## config.mk

```make
export PLATFORM = sky130hd
export DESIGN_NAME = dr_sync_bridge
export DESIGN_NICKNAME = d
export VERILOG_FILES = /design/src/rtl/dr_sync_bridge.sv
export SDC_FILE = /design/constraint.sdc
export NUM_CORES = 1
export LEC_CHECK = 0
export ABC_AREA = 1
export BUFFER_PORTS_ARGS = -buffer_cell sky130_fd_sc_hd__buf_2
export CAP_MARGIN = 20
export CORE_ASPECT_RATIO = 0.75
export CORE_UTILIZATION = 60
export CTS_BUF_LIST = sky130_fd_sc_hd__clkbuf_2 sky130_fd_sc_hd__clkbuf_4 sky130_fd_sc_hd__clkbuf_8
export CTS_CLUSTER_DIAMETER = 30
export DETAILED_ROUTE_END_ITERATION = 10
export PLACE_DENSITY = 0.91
export SLEW_MARGIN = 20
export SYNTH_ARGS = -nofsm -noshare
export SYNTH_HDL_FRONTEND = slang
export SYNTH_SLANG_ARGS = --single-unit
```

## constraint.sdc

```tcl
create_clock -name clk -period 3.8 [get_ports clk]
set_input_delay 1.14 -clock clk [delete_from_list [all_inputs] [get_ports clk]]
set_output_delay 1.14 -clock clk [all_outputs]
set_load 0.05 [all_outputs]
```

## src/rtl/dr_sync_bridge.sv

```systemverilog
// Synchronous bridge around a dual-rail (NULL-convention) combinational block.
// Operands are encoded onto x_1/x_0 rails, completion and NULL are detected on synchronized
// result rails with a settle filter and a timeout, and the decoded result is returned on valid/ready.
module dr_sync_bridge #(
    parameter int WIDTH_IN  = 4,
    parameter int WIDTH_OUT = 1,
    parameter int SETTLE    = 2,
    parameter int TIMEOUT   = 15
) (
    input  logic                 clk,
    input  logic                 rst_n,
    input  logic                 in_valid,
    output logic                 in_ready,
    input  logic [WIDTH_IN-1:0]  in_data,
    output logic [WIDTH_IN-1:0]  dr_out_1,
    output logic [WIDTH_IN-1:0]  dr_out_0,
    input  logic [WIDTH_OUT-1:0] dr_in_1,
    input  logic [WIDTH_OUT-1:0] dr_in_0,
    output logic                 res_valid,
    input  logic                 res_ready,
    output logic [WIDTH_OUT-1:0] res_data,
    output logic                 res_err
);

    typedef enum logic [1:0] {IDLE, DATA_WAIT, NULL_WAIT, RESP} state_t;

    localparam int SW = $clog2(SETTLE + 1);
    localparam int TW = $clog2(TIMEOUT + 1);

    state_t                state_q;
    logic [WIDTH_IN-1:0]   dr_out_1_q, dr_out_0_q;
    logic [WIDTH_OUT-1:0]  meta1_q, meta0_q, s1_q, s0_q;
    logic [WIDTH_OUT-1:0]  res_data_q;
    logic                  res_valid_q, res_err_q, err_q;
    logic [SW-1:0]         settle_q, settle_d;
    logic [TW-1:0]         tmo_q, tmo_d;

    logic                  comp, nul, ill, watch, settle_done, timeout;

    // Two-flop synchronizer per returning rail; the block output is asynchronous to clk.
    always_ff @(posedge clk or negedge rst_n) begin
        if (!rst_n) begin
            meta1_q <= '0;
            meta0_q <= '0;
            s1_q    <= '0;
            s0_q    <= '0;
        end else begin
            meta1_q <= dr_in_1;
            meta0_q <= dr_in_0;
            s1_q    <= meta1_q;
            s0_q    <= meta0_q;
        end
    end

    // Rail decode plus settle/timeout next-state; the settle filter watches data or NULL by phase.
    always_comb begin
        comp        = &(s1_q ^ s0_q);
        nul         = ~|(s1_q | s0_q);
        ill         = |(s1_q & s0_q);
        watch       = (state_q == DATA_WAIT) ? comp : nul;
        settle_done = watch && (settle_q == SW'(SETTLE - 1));
        timeout     = (tmo_q == TW'(TIMEOUT - 1));
        settle_d    = watch ? settle_q + SW'(1) : '0;
        tmo_d       = tmo_q + TW'(1);
    end

    // Main handshake FSM; dr_out only moves on IDLE->DATA_WAIT and DATA_WAIT->NULL_WAIT.
    always_ff @(posedge clk or negedge rst_n) begin
        if (!rst_n) begin
            state_q     <= IDLE;
            dr_out_1_q  <= '0;
            dr_out_0_q  <= '0;
            res_data_q  <= '0;
            res_valid_q <= 1'b0;
            res_err_q   <= 1'b0;
            err_q       <= 1'b0;
            settle_q    <= '0;
            tmo_q       <= '0;
        end else begin
            case (state_q)
                IDLE: begin
                    if (in_valid) begin
                        dr_out_1_q <= in_data;
                        dr_out_0_q <= ~in_data;
                        settle_q   <= '0;
                        tmo_q      <= '0;
                        err_q      <= 1'b0;
                        state_q    <= DATA_WAIT;
                    end
                end
                DATA_WAIT: begin
                    settle_q <= settle_d;
                    tmo_q    <= tmo_d;
                    if (ill) begin
                        err_q <= 1'b1;
                    end
                    if (settle_done || timeout) begin
                        // A timed-out capture still returns whatever true rails are present.
                        res_data_q <= s1_q;
                        dr_out_1_q <= '0;
                        dr_out_0_q <= '0;
                        settle_q   <= '0;
                        tmo_q      <= '0;
                        state_q    <= NULL_WAIT;
                        if (!settle_done) begin
                            err_q <= 1'b1;
                        end
                    end
                end
                NULL_WAIT: begin
                    settle_q <= settle_d;
                    tmo_q    <= tmo_d;
                    if (settle_done || timeout) begin
                        res_valid_q <= 1'b1;
                        res_err_q   <= err_q | ~settle_done;
                        state_q     <= RESP;
                    end
                end
                RESP: begin
                    if (res_ready) begin
                        res_valid_q <= 1'b0;
                        state_q     <= IDLE;
                    end
                end
                default: state_q <= IDLE;
            endcase
        end
    end

    assign in_ready  = rst_n && (state_q == IDLE);
    assign dr_out_1  = dr_out_1_q;
    assign dr_out_0  = dr_out_0_q;
    assign res_valid = res_valid_q;
    assign res_data  = res_data_q;
    assign res_err   = res_err_q;

endmodule

```

# [Word-level counts from Yosys, hierarchy flattened]
# Index checks and enable logic that the tools add are counted.
[totals] register_bits=24 input_bits=10 out_inout_bits=12 wordCells=71
[op_classes] add_sub_neg=2 n_eq_ne=9 n_mux=26 bitwise_logic=6 n_reduce_logical=15
[ops] cell="$mux 4" count=5
[ops] cell="$pmux 4 s2" count=2
[ops] cell="$mux 2" count=7
[ops] cell="$pmux 4 s3" count=1
[ops] cell="$pmux 2 s4" count=1
[ops] cell="$reduce_and 2->1" count=4
[ops] cell="$mux 1" count=7
[ops] cell="$ne 2x2->1 const B" count=3
[ops] cell="$pmux 2 s3" count=1
[ops] cell="$reduce_and 3->1" count=2
[ops] cell="$add 4x1->4 const B" count=1
[ops] cell="$eq 2x1->1 const B" count=2
[ops] cell="$eq 2x2->1 const B" count=2
[ops] cell="$eq 4x4->1 const B" count=1
[ops] cell="$not 4->4" count=1
[ops] cell="$pmux 1 s2" count=2
[ops] cell="$reduce_and 4->1" count=1
[ops] cell="$reduce_bool 2->1" count=2
[ops] cell="$reduce_bool 3->1" count=1
[ops] cell="$add 2x1->2 const B" count=1
[ops] cell="$logic_and 1x1->1" count=2
[ops] cell="$logic_not 2->1" count=1
[ops] cell="$ne 2x1->1 const B" count=1
[ops] cell="$or 1x1->1" count=2
[ops] cell="other kinds (5)" count=5

# [Depth between registers and ports, before layout]
[logic_depth] depth_word=7 ltp_mapped=9 ltp_nobuf=9

# [Least setup slack after synthesis]
# No wires, ideal clock.
[synth_timing] path_type="input-to-output" start="in rst_n" end="out in_ready" arrival_time_ns=1.483 t_required_ns=2.660 setup_slack_ns=1.177 stages=2 path_buffers=0 path_cell_list="nand2_1 -> inv_1"
[synth_between] elab_chain_len=1
[synth_lines] element="start, declared" line_no="11" text="input logic rst_n,"
[synth_lines] element="$logic_and 1x1->1" line_no="130" text="assign in_ready = rst_n && (state_q == IDLE);"
[synth_lines] element="end, declared" line_no="13" text="output logic in_ready,"
# No other way between the ends.

# [Final worst setup path]
# Ends and elaborated chain as after synthesis.

==> metrics.cfg <==
[clock_network]
cts_buffers = 3
clock_sinks = 24
root_buffer = clkbuf_4
cts_setup_buffers = 0
ctsLongestPathBuffers = 2
path_clk_slew_ns = 0.12
cts_resized = 0
cts_tree = yes
insertion_delay_ns = 0.31
cts_hold_buf = 0
htreeDepth = 1

[worst_setup_path]
critPathKind = in -> out
cp_max_fo = 2
endpoint_kind = output pin
critical_path_arrival_ns = 1.56
crit_required_ns = 2.66
worstSetupStartpointType = input port

[routing]
first_pass_iters = 4
drtAntennaViolNets = 0
viasPerCell = 5.32
drc = 0
wirelength_mm = 2.47
via_count = 958
wl_per_cell_um = 13.7
initialDrtViolationCount = 14

[power_and_ir_drop]
p_total_mw = 1.32
swShare = 0.531
switchingPower_mw = 0.699
power.leakage_nw = 0.774
ir_drop_mv = 0.628
p_int_mw = 0.619
seqPwrFrac = 0.303
power_frac_comb = 0.598
p_clk_frac = 0.099
power_density_nw_per_um2 = 924

[timing]
fin_ws_ns = 1.10
rsz0062_at_grt = false
worst_slew_pin_slew_ns = 0.335
worst_clock_skew_ns = 0.00600
fin_crit_sh = 0.712
post-route-min-period_ns = 2.70
final-max-slew-violation-count = 0
hold_slack_ns = 0.363
final.setup.tns_ns = 0
hold_viol = 0
fmax_ghz = 0.370
slew_headroom = 0.776
setup_violations = 0

[grt]
first_global_vias = 937
grt_usage = 0.256
grt_max_degree = 25
grt-ovfl-total = 0
grt_pass1_wl_mm = 4.10
antenna_found_initial = 0

[run_status]
status = completed

[die]
die_w_um = 54.7
fp-row-count = 13
core_sq_um = 1840
pin_count = 22
die_area_sq_um = 2270
die_y_um = 41.5
start_util = 0.680

[yosys]
synth-compound-area-share = 0.0811
synth_nets = 152
ys_types = 20
yosys_warnings = 0
synthSimpleGateAreaFrac = 0.273
synth_top_family_by_area = simple AND/OR/NAND/NOR gates
synth.area.mux_share = 0
synth.ff_latch_count = 24
yosysTopAreaCell = dfrtp_1
synth-seq-area-share = 0.480
synthAdderAreaFrac = 0.100
synth_area_leaders = dfrtp_1 48%, nand2_1 11%, ha_1 10%
synth_top_area_frac = 0.480
syn_inst = 132
synth_xor_xnor_area_share = 0.0140
synth_area_sq_um = 1250
syn_area_per_cell_sq_um = 9.47

[place]
postPlaceCellArea_sq_um = 1390
place_hpwl_mm = 1.85
place_worst_setup_slack_ns = 1.09
io_buffers = 21
finalWeightedCongestion = 0.819

[finish]
nFillCells = 122
area_delta_synth_final_pct = 14.1
design_area_sq_um = 1430
antennaDiodeCount = 0
drive_gt1_frac = 0.291
fin_nets = 179

[run]
drv_cap = 0

[worst_hold_path]
worstHoldPathType = reg -> reg

[metal layers]
layer	vias up	wire [um]	GRT usage
met5	-	0	0
met4	0	26	0.0769
met3	4	137	0.0806
met2	30	1200	0.402
met1	449	1100	0.333
li1	475	-	-
[cells in the mapped netlist]
master	count
nand4_1	4
nand3_2	2
o21ai_1	8
inv_1	16
inv_2	1
xor2_1	2
nand3_1	8
o21ai_2	5
nand2_1	36
nor3_2	1
o21a_2	1
nor2_1	3
a21oi_2	1
or2_1	1
nand2_2	3
ha_1	10
or2_2	1
dfrtp_1	24
nand2_4	3
nand3_4	2
[cell usage in the layout, fill, tap and decap left out]
cell type and n:
o21a_2 1, clkbuf_8 1, buf_2 21, or2_2 1, ha_1 10, nor3_2 1
nand3_2 2, o21ai_1 8, nand2_2 3, o21ai_2 5, buf_4 1, inv_1 16
inv_2 1, nand2_1 36, nand2_4 3, nand3_4 2, clkbuf_4 3, nand4_1 4
nor2_1 3, xor2_1 2, a21oi_2 1, dfrtp_1 24, nand3_1 8, or2_1 1
[state kept, by name (all words and copies together), names as in the netlist, 2 cells and up]
name and count:
dr_out_0 4, dr_out_1 4, tmo_q 4, settle_q 2
state_q 2
[area by class of cell]
type | count | area (sq um) | area share
clock buffers | 4 | 36.3 | 0.0254
inverters | 17 | 63.8 | 0.0447
multi-input cells | 91 | 586 | 0.411
flip-flops and latches | 24 | 601 | 0.421
well taps | 22 | 27.5 | 0.0193
repair buffers | 22 | 113 | 0.0789
[metrics by stage]
stage,utilization,std cells
floorplan,-,132
global placement,0.756,176
detailed placement,0.756,176
CTS,0.776,180
global route,0.776,180
finish,0.776,180
[worst paths after layout]
path,startpoint,endpoint,slack (ns),depth (start not counted)
max reg2reg,state_q[1]$_DFFE_PN0P_,res_data$_DFFE_PN0P_,2.00,9
min reg2reg,meta0_q$_DFF_PN0_,s0_q$_DFF_PN0_,0.36,0
min in group asynchronous,rst_n,dr_out_1[0]$_DFFE_PN0P_,0.80,2
max,rst_n,in_ready,1.10,4
min,meta0_q$_DFF_PN0_,s0_q$_DFF_PN0_,0.36,0
max in group asynchronous,rst_n,dr_out_0[1]$_DFFE_PN0P_,2.76,2
[worst max-delay path, cell delays in order]
cell and delay, ns:
buf_2 0.09, nand2_1 0.05, inv_1 0.04, buf_2 0.25
[logic make-up after synthesis]
logic type / Yosys count
xor gates and xnor gates: 2
buffers and inverters: 17
DFF: 24
adders and majority gates: 10
AOI/OAI and AO/OA: 15
and+or+nand+nor: 64
[power groups by stage]
stage	Sequential (mW)	Combinational, mW	Clock (mW)
global route	0.410	0.863	0.145
floorplan	0.588	0.427	0
global placement	0.396	0.750	0
CTS	0.398	0.791	0.134
finish	0.399	0.789	0.130
detailed placement	0.404	0.783	0
Power figures use the tool's default switching activity.
